### config.mk
export PLATFORM = sky130hd
export DESIGN_NAME = ntt_stage_sched_flat
export DESIGN_NICKNAME = d
export VERILOG_FILES = /design/src/rtl/ntt_stage_sched_if.sv /design/src/rtl/ntt_stage_sched.sv /design/src/flat_wrapper.sv
export SDC_FILE = /design/constraint.sdc
export NUM_CORES = 1
export LEC_CHECK = 0
export CORE_MARGIN = 2
export CORE_UTILIZATION = 40
export DETAILED_ROUTE_END_ITERATION = 8
export PLACE_DENSITY = 0.66
export REMOVE_ABC_BUFFERS = 1
export SYNTH_ARGS = -nofsm -noshare
export SYNTH_HDL_FRONTEND = slang
export SYNTH_SLANG_ARGS = --single-unit
### constraint.sdc
create_clock -name clk -period 4.7 [get_ports clk]
set_clock_uncertainty 0.2 [all_clocks]
set_input_delay 1.41 -clock clk [delete_from_list [all_inputs] [get_ports clk]]
set_output_delay 1.41 -clock clk [all_outputs]
set_load 0.1 [all_outputs]
### src/rtl/ntt_stage_sched_if.sv
// ntt_stage_sched_if: bundle between the NTT scheduler and its RAM, twiddle ROM and butterfly pipeline.
interface ntt_stage_sched_if #(
    parameter int DW   = 12,
    parameter int LOGN = 8
);
    logic            start, busy, done, err;
    logic [LOGN-1:0] rd_addr_a, rd_addr_b, tw_addr;
    logic [DW-1:0]   rd_data_a, rd_data_b, tw_data;
    logic            bf_en, bf_valid, wr_en;
    logic [DW-1:0]   bf_x, bf_y, bf_w, bf_xout, bf_yout;
    logic [LOGN-1:0] wr_addr_a, wr_addr_b;
    logic [DW-1:0]   wr_data_a, wr_data_b;

    modport master (
        input  start, rd_data_a, rd_data_b, tw_data, bf_valid, bf_xout, bf_yout,
        output busy, done, err, rd_addr_a, rd_addr_b, tw_addr, bf_en, bf_x, bf_y, bf_w,
               wr_en, wr_addr_a, wr_addr_b, wr_data_a, wr_data_b
    );
    modport slave (
        output start, rd_data_a, rd_data_b, tw_data, bf_valid, bf_xout, bf_yout,
        input  busy, done, err, rd_addr_a, rd_addr_b, tw_addr, bf_en, bf_x, bf_y, bf_w,
               wr_en, wr_addr_a, wr_addr_b, wr_data_a, wr_data_b
    );
endinterface

### src/rtl/ntt_stage_sched.sv
// ntt_stage_sched: in-place radix-2 Cooley-Tukey NTT scheduler feeding an external butterfly pipeline.
// Write-back addresses ride a FIFO alongside the pipeline; each stage drains fully before the next.
module ntt_stage_sched #(
    parameter int DW     = 12,
    parameter int LOGN   = 8,
    parameter int BF_LAT = 5,
    parameter int AQ_DEP = 8
) (
    input  logic              clk,
    input  logic              reset,
    ntt_stage_sched_if.master bus
);
    localparam int N  = 1 << LOGN;
    localparam int SW = $clog2(LOGN + 1);
    localparam int QW = (AQ_DEP > 1) ? $clog2(AQ_DEP) : 1;
    localparam int CW = $clog2(AQ_DEP + 1);

    typedef enum logic [1:0] {IDLE, ISSUE, DRAIN, FIN} state_t;

    if (AQ_DEP < BF_LAT + 2 || DW < 1) begin : g_param_chk
        $error("AQ_DEP must cover BF_LAT+2 in-flight butterflies");
    end

    state_t          state_q, state_d;
    logic [SW-1:0]   s_q, s_d;
    logic [LOGN-1:0] g_q, g_d, k_q, k_d;
    logic [LOGN-1:0] rd_addr_a_q, rd_addr_a_d, rd_addr_b_q, rd_addr_b_d, tw_addr_q, tw_addr_d;
    logic            rd_pend_q, rd_pend_d, bf_en_q, bf_en_d;
    logic            busy_q, busy_d, done_q, done_d, err_q, err_d;
    logic [QW-1:0]   wp_q, wp_d, rp_q, rp_d;
    logic [CW-1:0]   cnt_q, cnt_d;
    logic [LOGN-1:0] aq_a_q [AQ_DEP];
    logic [LOGN-1:0] aq_a_d [AQ_DEP];
    logic [LOGN-1:0] aq_b_q [AQ_DEP];
    logic [LOGN-1:0] aq_b_d [AQ_DEP];
    logic [LOGN-1:0] len, idx;
    logic            push, pop, full, empty, last_k, last_g, last_s;

    always_comb begin
        len         = LOGN'(N >> (s_q + 1'b1));
        idx         = (g_q << (LOGN - 32'(s_q))) + k_q;
        last_k      = k_q == len - 1'b1;
        last_g      = g_q == (LOGN'(1) << s_q) - 1'b1;
        last_s      = s_q == SW'(LOGN - 1);
        full        = cnt_q == CW'(AQ_DEP);
        empty       = cnt_q == '0;
        push        = rd_pend_q && !full;
        pop         = bus.bf_valid && !empty;
        wp_d        = push ? ((wp_q == QW'(AQ_DEP - 1)) ? '0 : wp_q + 1'b1) : wp_q;
        rp_d        = pop ? ((rp_q == QW'(AQ_DEP - 1)) ? '0 : rp_q + 1'b1) : rp_q;
        cnt_d       = cnt_q + CW'(push) - CW'(pop);
        aq_a_d      = aq_a_q;
        aq_b_d      = aq_b_q;
        if (push) begin
            aq_a_d[wp_q] = rd_addr_a_q;
            aq_b_d[wp_q] = rd_addr_b_q;
        end
        err_d       = err_q || (rd_pend_q && full) || (bus.bf_valid && empty);
        bf_en_d     = rd_pend_q;
        state_d     = state_q;
        s_d         = s_q;
        g_d         = g_q;
        k_d         = k_q;
        rd_addr_a_d = rd_addr_a_q;
        rd_addr_b_d = rd_addr_b_q;
        tw_addr_d   = tw_addr_q;
        rd_pend_d   = 1'b0;
        busy_d      = busy_q;
        done_d      = 1'b0;
        case (state_q)
            IDLE: if (bus.start) begin
                state_d = ISSUE;
                busy_d  = 1'b1;
                s_d     = '0;
                g_d     = '0;
                k_d     = '0;
            end
            ISSUE: begin
                rd_addr_a_d = idx;
                rd_addr_b_d = idx + len;
                tw_addr_d   = (LOGN'(1) << s_q) + g_q;
                rd_pend_d   = 1'b1;
                k_d         = last_k ? '0 : k_q + 1'b1;
                g_d         = last_k ? (last_g ? '0 : g_q + 1'b1) : g_q;
                state_d     = (last_k && last_g) ? DRAIN : ISSUE;
            end
            // leave on the cycle of the final write-back so the next stage reads fresh data
            DRAIN: if (!rd_pend_q && cnt_d == '0) begin
                state_d = last_s ? FIN : ISSUE;
                s_d     = last_s ? s_q : s_q + 1'b1;
            end
            FIN: begin
                state_d = IDLE;
                busy_d  = 1'b0;
                done_d  = 1'b1;
            end
            default: state_d = IDLE;
        endcase
    end

    always_ff @(posedge clk) begin
        if (reset) begin
            state_q     <= IDLE;
            s_q         <= '0;
            g_q         <= '0;
            k_q         <= '0;
            rd_addr_a_q <= '0;
            rd_addr_b_q <= '0;
            tw_addr_q   <= '0;
            rd_pend_q   <= 1'b0;
            bf_en_q     <= 1'b0;
            busy_q      <= 1'b0;
            done_q      <= 1'b0;
            err_q       <= 1'b0;
            wp_q        <= '0;
            rp_q        <= '0;
            cnt_q       <= '0;
            aq_a_q      <= '{default: '0};
            aq_b_q      <= '{default: '0};
        end else begin
            state_q     <= state_d;
            s_q         <= s_d;
            g_q         <= g_d;
            k_q         <= k_d;
            rd_addr_a_q <= rd_addr_a_d;
            rd_addr_b_q <= rd_addr_b_d;
            tw_addr_q   <= tw_addr_d;
            rd_pend_q   <= rd_pend_d;
            bf_en_q     <= bf_en_d;
            busy_q      <= busy_d;
            done_q      <= done_d;
            err_q       <= err_d;
            wp_q        <= wp_d;
            rp_q        <= rp_d;
            cnt_q       <= cnt_d;
            aq_a_q      <= aq_a_d;
            aq_b_q      <= aq_b_d;
        end
    end

    assign bus.busy      = busy_q;
    assign bus.done      = done_q;
    assign bus.err       = err_q;
    assign bus.rd_addr_a = rd_addr_a_q;
    assign bus.rd_addr_b = rd_addr_b_q;
    assign bus.tw_addr   = tw_addr_q;
    assign bus.bf_en     = bf_en_q;
    assign bus.bf_x      = bus.rd_data_a;
    assign bus.bf_y      = bus.rd_data_b;
    assign bus.bf_w      = bus.tw_data;
    assign bus.wr_en     = pop;
    assign bus.wr_addr_a = aq_a_q[rp_q];
    assign bus.wr_addr_b = aq_b_q[rp_q];
    assign bus.wr_data_a = bus.bf_xout;
    assign bus.wr_data_b = bus.bf_yout;
endmodule

### src/flat_wrapper.sv
// flat-port wrapper written by rule: the top's interface ports become plain ports
module ntt_stage_sched_flat 
#(
    parameter int DW     = 12,
    parameter int LOGN   = 8,
    parameter int BF_LAT = 5,
    parameter int AQ_DEP = 8
)
  (clk, reset, bus_start, bus_rd_data_a, bus_rd_data_b, bus_tw_data, bus_bf_valid, bus_bf_xout, bus_bf_yout, bus_busy, bus_done, bus_err, bus_rd_addr_a, bus_rd_addr_b, bus_tw_addr, bus_bf_en, bus_bf_x, bus_bf_y, bus_bf_w, bus_wr_en, bus_wr_addr_a, bus_wr_addr_b, bus_wr_data_a, bus_wr_data_b);
  ntt_stage_sched_if #(.DW(DW), .LOGN(LOGN)) bus_i ();
  input  logic clk;
  input  logic reset;
  input wire logic [$bits(bus_i.start)-1:0] bus_start;
  input wire logic [$bits(bus_i.rd_data_a)-1:0] bus_rd_data_a;
  input wire logic [$bits(bus_i.rd_data_b)-1:0] bus_rd_data_b;
  input wire logic [$bits(bus_i.tw_data)-1:0] bus_tw_data;
  input wire logic [$bits(bus_i.bf_valid)-1:0] bus_bf_valid;
  input wire logic [$bits(bus_i.bf_xout)-1:0] bus_bf_xout;
  input wire logic [$bits(bus_i.bf_yout)-1:0] bus_bf_yout;
  output wire logic [$bits(bus_i.busy)-1:0] bus_busy;
  output wire logic [$bits(bus_i.done)-1:0] bus_done;
  output wire logic [$bits(bus_i.err)-1:0] bus_err;
  output wire logic [$bits(bus_i.rd_addr_a)-1:0] bus_rd_addr_a;
  output wire logic [$bits(bus_i.rd_addr_b)-1:0] bus_rd_addr_b;
  output wire logic [$bits(bus_i.tw_addr)-1:0] bus_tw_addr;
  output wire logic [$bits(bus_i.bf_en)-1:0] bus_bf_en;
  output wire logic [$bits(bus_i.bf_x)-1:0] bus_bf_x;
  output wire logic [$bits(bus_i.bf_y)-1:0] bus_bf_y;
  output wire logic [$bits(bus_i.bf_w)-1:0] bus_bf_w;
  output wire logic [$bits(bus_i.wr_en)-1:0] bus_wr_en;
  output wire logic [$bits(bus_i.wr_addr_a)-1:0] bus_wr_addr_a;
  output wire logic [$bits(bus_i.wr_addr_b)-1:0] bus_wr_addr_b;
  output wire logic [$bits(bus_i.wr_data_a)-1:0] bus_wr_data_a;
  output wire logic [$bits(bus_i.wr_data_b)-1:0] bus_wr_data_b;
  assign bus_i.start = bus_start;
  assign bus_i.rd_data_a = bus_rd_data_a;
  assign bus_i.rd_data_b = bus_rd_data_b;
  assign bus_i.tw_data = bus_tw_data;
  assign bus_i.bf_valid = bus_bf_valid;
  assign bus_i.bf_xout = bus_bf_xout;
  assign bus_i.bf_yout = bus_bf_yout;
  assign bus_busy = bus_i.busy;
  assign bus_done = bus_i.done;
  assign bus_err = bus_i.err;
  assign bus_rd_addr_a = bus_i.rd_addr_a;
  assign bus_rd_addr_b = bus_i.rd_addr_b;
  assign bus_tw_addr = bus_i.tw_addr;
  assign bus_bf_en = bus_i.bf_en;
  assign bus_bf_x = bus_i.bf_x;
  assign bus_bf_y = bus_i.bf_y;
  assign bus_bf_w = bus_i.bf_w;
  assign bus_wr_en = bus_i.wr_en;
  assign bus_wr_addr_a = bus_i.wr_addr_a;
  assign bus_wr_addr_b = bus_i.wr_addr_b;
  assign bus_wr_data_a = bus_i.wr_data_a;
  assign bus_wr_data_b = bus_i.wr_data_b;
  ntt_stage_sched #(.DW(DW), .LOGN(LOGN), .BF_LAT(BF_LAT), .AQ_DEP(AQ_DEP)) u_core (.clk(clk), .reset(reset), .bus(bus_i));
endmodule
==> summary.txt, run 1 <==
Run status
  • Status: finished, final reports clean

Timing
  • Fin crit period: about 4.4 ns
  • RSZ-0062 raised after global routing: no
  • Relative slew margins: 25.6%
  • Final hold violation count: 0
  • Crit share post-route: slightly above 90%
  • Worst-Margin Slew: 1.11 ns
  • Max Clk Rate: around 230 MHz
  • Final setup margin: 0.347 ns
  • Pins Over Slew Limit: 0
  • # setup viols final: 0
  • Fin Setup TNS: 0 ns

Yosys
  • Simple-gate portion of the synthesized area: 20.2%
  • Ys Warns: 0
  • Post-Synthesis Cells: 1263
  • Mux contribution to synthesized area: 9.83%
  • Sequential area share after synthesis: 36.2%
  • #FFs+latches synth: 189
  • Post-synth EDFFs: 0
  • Synth Area in Compound Gates: ~14%
  • Adder-Cell Fraction of Synth Area: under 10%
  • Ys flop type: dfxtp_1
  • Yosys top cell area share: 36.2%
  • Area leader, netlist: dfxtp_1
  • Synth unique cells: 68
  • Synth Area in XOR/XNOR: 3.82%
  • Cell Area, Synth: around 10000 um^2
  • Area contributors post-synth: dfxtp_1, nand2_1, a21oi_1
  • Syn Area/Cell: 8.27 um^2
  • Largest family of logic cells by synthesized area: simple AND/OR/NAND/NOR gates
  • Synth async-reset ratio: 0%

Final layout
  • Nets@finish: 1321
  • Area Overhead vs Synth: 8.08%
  • Commonest non-fill, non-tap cell in the layout: nand2_1
  • Multi-input gate area: 5680 um^2
  • Most frequent cells in the layout: nand2_1, dfxtp_1, a21oi_1
  • Storage element area: 3780 um^2
  • Share of layout cells above drive strength 1: 11.9%
  • Count of antenna diodes in the layout: 0
  • Fillers: 2553

Die
  • Die area: 27400 um^2
  • Chip Width: 166 um
  • # IOs: 169
  • Starting Density: between 40% and 50%
  • Die Ht: 166 um
  • Core area: 25800 um^2
  • Site Rows: 59

Critical path
  • Critical path peak fanout: 4
  • Worst Path Arrival: 4.45 ns
  • Critical-path cell list: inv_1, ha_1, ha_1, nor3_1, nor3b_1, ha_1, inv_1, fa_1, inv_1, ha_1, a21o_1, a21oi_1, nor2b_1, o21a_1, o41a_1, xnor2_1, xnor2_1, o22ai_1
  • CP Capture Type: register
  • Most used cell, CP: ha_1
  • Data required, critical path: about 4.8 ns
  • Slowest stage delay, CP: around 0.51 ns
  • R2r setup slk: 0.35 ns
  • Startpoint Class: register
  • Slowest-stage cell, CP: fa_1
  • WS Path Type: register to register

Global routing
  • First-pass GRT wire length: 47900 um
  • Vias in the first global route: 8092
  • Largest net degree at the start of global routing: 177
  • GRT Util Overall: 22.0%
  • Overflow after GRT: 0
  • Antenna violations before repair: 0

Flow run
  • Max_cap viols: 0

Place
  • Post-detail-place hpwl: 20200 um
  • Pre-CTS WS: around 0.0053 ns
  • I/O Buffers: 48
  • Placer congestion estimate: 0.874

Clocking
  • CTS tree: yes
  • Root Driver: clkbuf_16
  • Post-CTS Hold Buffers: 0
  • Clk buf depth: 2
  • CTS buffer count: 17
  • Sink Count: 189
  • Post_cts resized: 0
  • Worst-path clk slew: 0.07 ns
  • Postcts setup bufs: 0
  • Htree depth: 4
  • Worst skew pair latency: 0.43 ns

Pwr
  • Clock power share: about two fifths
  • Combinational power share: 15.9%
  • Sequential Power Share: 45.5%
  • Leakage power: 4.05 nW
  • Net Sw Power: between 1 and 1.5 mW
  • Peak supply drop: 0.189 mV
  • Sw Ratio: a little under a third
  • P_int: about 2.6 mW
  • Cell Pwr Density: 326 nW/um^2

Detailed routing
  • Vias per cell: 5.47
  • Detail Route Antenna Nets: 0
  • # DRC: 0
  • DR iter-0 viols: 750
  • Wire per inst: 19.6 um
  • Via count: between 8k and 9k
  • DR pass1 iterations: 5
  • WL final: 30500 um

Worst hold path
  • Hold/Removal Path Class: register to register
state kept, by name, summed over array words and instances (netlist names):
signal                cells
u_core.bus.bf_en          1
u_core.bus.tw_addr        8
u_core.wp_q               3
u_core.bus.rd_addr_a      8
u_core.s_q                4
u_core.rp_q               3
u_core.cnt_q              4
u_core.bus.err            1
u_core.bus.done           1
u_core.state_q            2
u_core.g_q                8
u_core.bf_en_d            1
u_core.aq_a_q            64
u_core.aq_b_q            64
u_core.bus.busy           1
u_core.bus.rd_addr_b      8
u_core.k_q                8
kinds of logic after synthesis:
family                     Yosys count
AOI/OAI and AO/OA                  257
xor gates and xnor gates            41
adders and majority gates           48
buffers and inverters              187
DFF                                189
muxes                               58
and+or+nand+nor                    483
worst max-delay path, delay by kind of cell, from the launching register on:
| family | cells | cell delay (ns) |
|---|---|---|
| AND/OR/NAND/NOR | 3 | 0.54 |
| flip-flops | 1 | 0.34 |
| adder cells (fa/ha/maj) | 5 | 1.58 |
| XOR/XNOR | 2 | 0.32 |
| AO/OA/AOI/OAI | 5 | 1.01 |
| buffers and inverters | 3 | 0.23 |
through the flow:
stage                     hold WS, ns  power (mW)  cells  area (um^2)  utilization [%]
after global placement          0.239        2.30   1525        10700             41.5
after floorplan                 0.227        2.11   1115         9560                -
after detailed placement        0.244        2.31   1525        10700             41.5
final                           0.254        3.69   1557        11300             43.7
after CTS                       0.253        3.72   1557        11300             43.7
after global routing            0.270        3.84   1557        11300             43.7
synthesized netlist by cell type, drive strengths merged, types with 6 or more instances:
cell	count
xor2	12
inv	38
nor2	56
o21bai	6
and3	10
dfxtp	189
mux2	17
clkbuf	73
a211oi	8
mux4	33
a31oi	8
nand2	322
nor4b	7
buf	71
o21ai	13
nand2b	7
nor4	6
a21oi	181
mux2i	8
nor3b	8
nor3	15
xnor2	28
nand3	18
nor2b	14
ha	44
a21o	12
per-layer routing:
metal  up-vias  share of wire (%)  global-route usage (%)
met3        31                9.5                    9.30
met1      4054                 44                    28.6
met4         6                1.1                    4.69
met2       316                 44                    33.8
li1       4114                  -                       -
met5         -               0.55                    5.22
power by group through the flow:
stage	Combinational, mW	Sequential [mW]	Clock [mW]
3_5_place_dp	0.594	1.72	0
5_1_grt	0.646	1.68	1.51
2_1_floorplan	0.288	1.82	0
4_1_cts	0.596	1.68	1.45
6_report	0.585	1.68	1.43
3_3_place_gp	0.583	1.71	0
layout make-up:
type                    instances  share of cell area [%]
multi-input cells             887                    50.3
clock inverters                12                    1.07
repair buffers                 75                    6.09
clock buffers                  20                    4.04
inverters                      39                    1.30
well taps                     335                    3.71
flip-flops and latches        189                    33.5
worst paths after layout:
kind / from / endpoint / cells after the start
setup / recovery: u_core.s_q[0]$_SDFFE_PP0P_ / u_core.bus.rd_addr_b[7]$_SDFFE_PP0P_ / 18
hold / removal: u_core.aq_a_q[41]$_SDFFE_PP0P_ / u_core.aq_a_q[41]$_SDFFE_PP0P_ / 2
setup reg to reg: u_core.s_q[0]$_SDFFE_PP0P_ / u_core.bus.rd_addr_b[7]$_SDFFE_PP0P_ / 18
hold reg to reg: u_core.aq_a_q[41]$_SDFFE_PP0P_ / u_core.aq_a_q[41]$_SDFFE_PP0P_ / 2
Power figures use the tool's default switching activity.
==> run 2: changes to the inputs <==
RECOVER_POWER = 100   (was default)
SKIP_LAST_GASP = 1   (was default)
==> run 2 against run 1 <==
The flow now finishes with violations (max-capacitance violations, max-slew violations); largest power group unchanged; final cell count unchanged; register-to-register slack worse by 0.02 ns; critical path depth fell by 3; first-iteration DRC count down 4.3%; global-route usage is the same; maximum frequency decreased by 1.6%; total power shrank 0.82%; clock-buffer cell count unchanged; design area shrank 1.1%; critical path type is now primary input to register; via count about the same; sequential share of layout area increased by 0.37 points.
==> summary.txt, run 2 (same netlist as run 1, synthesis figures left out) <==
Critical path
  • Critical path peak fanout: 8 (+4)
  • Worst r2r dst: u_core.bus.rd_addr_b[7]$_SDFFE_PP0P_
  • R2r setup slk: 0.33 ns (-0.02 ns)
  • Data required, critical path: 4.73 ns (-0.06 ns)
  • Crit path launch: bus_bf_valid
  • Worst Path Arrival: 4.45 ns (about the same)
  • Top delay family on crit path: adder cells
  • Reg2reg start: u_core.s_q[0]$_SDFFE_PP0P_
  • Crit path capture: u_core.s_q[3]$_SDFFE_PP0P_
  • Reg2reg path depth: 18 (unchanged)
  • Slowest-stage cell, CP: dlygate4sd3_1
  • Critical-path cell list: dlygate4sd3_1, nand2_1, inv_1, ha_1, inv_1, ha_1, inv_1, fa_1, xor2_1, nor3b_1, a311oi_1, nand3b_1, nor3b_1, o21ai_0, a21oi_1
  • Critical Path Stages: 15 (-3)
  • Most used cell, CP: inv_1
  • Buf/Inv on CP: 4 (+1)
  • CP Capture Type: register
  • Startpoint Class: primary input
  • WS Path Type: primary input to register
  • Slowest stage delay, CP: 0.55 ns (+0.04 ns)

Timing
  • RSZ-0062 raised after global routing: no
  • # setup viols final: 0 (unchanged)
  • Fin Setup TNS: 0 ns (unchanged)
  • Fin crit period: 4.42 ns (+0.0715 ns)
  • Pins Over Slew Limit: 177 (+177)
  • Final hold violation count: 0 (unchanged)
  • Worst-Margin Slew: 2.03 ns (+0.912 ns)
  • Max Clk Rate: 226 MHz (-1.6%)
  • Relative slew margins: -35.0% (-61 points)
  • Hold slack: 0.255 ns (+0.000949 ns)
  • Crit share post-route: 94.1% (+1.5 points)

Global routing
  • Vias in the first global route: 8092 (unchanged)
  • Antenna violations before repair: 0 (unchanged)
  • Largest net degree at the start of global routing: 177 (unchanged)
  • First-pass GRT wire length: 47900 um (unchanged)
  • GRT Util Overall: 22.0% (unchanged)
  • Overflow after GRT: 0 (unchanged)

Pwr
  • Leakage power: 4.09 nW (+1.2%)
  • Cell Pwr Density: 327 nW/um^2 (+0.28%)
  • Pwr Total: 3.66 mW (-0.82%)
  • Peak supply drop: 0.189 mV (about the same)

Clocking
  • CTS tree: yes
  • Worst-path clk slew: 0.07 ns (about the same)
  • Sink Count: 189 (unchanged)
  • Clk buf depth: 2 (unchanged)
  • Htree depth: 4 (unchanged)
  • Worst skew pair latency: 0.43 ns (about the same)
  • Root Driver: clkbuf_16
  • Postcts setup bufs: 0 (unchanged)
  • Post-CTS Hold Buffers: 0 (unchanged)
  • CTS buffer count: 17 (unchanged)
  • Post_cts resized: 0 (unchanged)

Die
  • Chip Width: 166 um (unchanged)
  • Starting Density: 40.5% (unchanged)
  • Die area: 27400 um^2 (unchanged)
  • Site Rows: 59 (unchanged)
  • Die Ht: 166 um (unchanged)
  • Core area: 25800 um^2 (unchanged)
  • # IOs: 169 (unchanged)

Detailed routing
  • # DRC: 0 (unchanged)
  • Detail Route Antenna Nets: 0 (unchanged)
  • WL final: 30500 um (about the same)
  • Met2 wire length: 13600 um (+0.14%)
  • Wire per inst: 19.6 um (about the same)
  • DR pass1 iterations: 4 (-1)
  • WL met3: 2850 um (-1.1%)
  • DR iter-0 viols: 718 (-4.3%)
  • Met1 wire length: 13600 um (about the same)
  • Vias per cell: 5.47 (about the same)
  • DR top layer: met5
  • Via count: 8523 (+0.023%)

Place
  • I/O Buffers: 48 (unchanged)
  • Post-detail-place hpwl: 20200 um (unchanged)
  • Placer congestion estimate: 0.874 (unchanged)

Final layout
  • Most frequent cells in the layout: nand2_1, dfxtp_1, a21oi_1
  • Count of antenna diodes in the layout: 0 (unchanged)
  • Area Overhead vs Synth: 6.90%
  • Fillers: 2575 (+0.86%)
  • Nets@finish: 1321 (unchanged)
  • Share of layout cells above drive strength 1: 11.4% (-0.57 points)
  • Storage element area: 3780 um^2 (unchanged)
  • Top Registers: u_core.aq_a_q x64, u_core.aq_b_q x64
  • Commonest non-fill, non-tap cell in the layout: nand2_1
  • Multi-input gate area: 5640 um^2 (-0.62%)

Run status
  • Failing checks: max-capacitance violations, max-slew violations
  • Status: complete, but fails checks

Flow run
  • Max_cap viols: 1 (+1)

Worst hold path
  • Hold/Removal Path Class: register to register
[run 2: changes by cell type in the layout (fill, tap and decap cells not counted), moves of 2 or more]
cell / before / now
clkdlybuf4s50_1: 30 / 1
clkbuf_1: 1 / 4
clkbuf_4: 0 / 2
clkbuf_2: 0 / 16
buf_12: 4 / 1
dlygate4sd3_1: 0 / 29
buf_4: 41 / 23
[run 2: per-layer routing]
layer / vias up / GRT usage, %
met5: - / 5.22
met3: 25 / 9.30
met1: 4056 / 28.6
met2: 325 / 33.8
met4: 6 / 4.69
li1: 4111 / -
[run 2: worst min-delay path by stage]
stage                                              end                                from  cells past startpoint  slack (ns)
finish              u_core.bus.tw_addr[3]$_SDFFE_PP0P_  u_core.bus.tw_addr[3]$_SDFFE_PP0P_                      2        0.25
global route        u_core.bus.tw_addr[3]$_SDFFE_PP0P_  u_core.bus.tw_addr[3]$_SDFFE_PP0P_                      2        0.27
CTS                     u_core.aq_a_q[41]$_SDFFE_PP0P_      u_core.aq_a_q[41]$_SDFFE_PP0P_                      2        0.25
detailed placement      u_core.aq_a_q[41]$_SDFFE_PP0P_      u_core.aq_a_q[41]$_SDFFE_PP0P_                      2        0.24
global placement        u_core.aq_a_q[16]$_SDFFE_PP0P_      u_core.aq_a_q[16]$_SDFFE_PP0P_                      2        0.24
floorplan               u_core.aq_a_q[10]$_SDFFE_PP0P_      u_core.aq_a_q[10]$_SDFFE_PP0P_                      2        0.23
[run 2: final cells by class]
type | count | share of cell area [%]
Sequential cell | 189 | 33.9
Multi-Input combinational cell | 887 | 50.5
Tap cell | 335 | 3.75
Clock buffer | 20 | 4.09
Timing Repair Buffer | 75 | 5.36
Inverter | 39 | 1.31
Clock inverter | 12 | 1.09
[run 2: where the power goes]
group / switching (mW) / leakage [nW] / internal, mW / total [mW]
combinational: 0.371 / 2.29 / 0.188 / 0.559
sequential: 0.0402 / 1.53 / 1.63 / 1.68
clock: 0.693 / 0.274 / 0.730 / 1.42
[run 2: per-stage QoR]
stage	util [%]	setup slack [ns]	cell area (um^2)	std cells
after floorplan	-	0.116	9560	1115
after global placement	41.5	0.0778	10700	1525
after detailed placement	41.5	0.00532	10700	1525
after CTS	43.7	0.345	11300	1557
after global routing	43.2	0.0341	11200	1557
final	43.2	0.276	11200	1557
[run 2: tightest hold or removal path: stages (launching register included)]
cell	delay, ns
dfxtp_1	0.32
nand2_1	0.05
a21oi_1	0.05
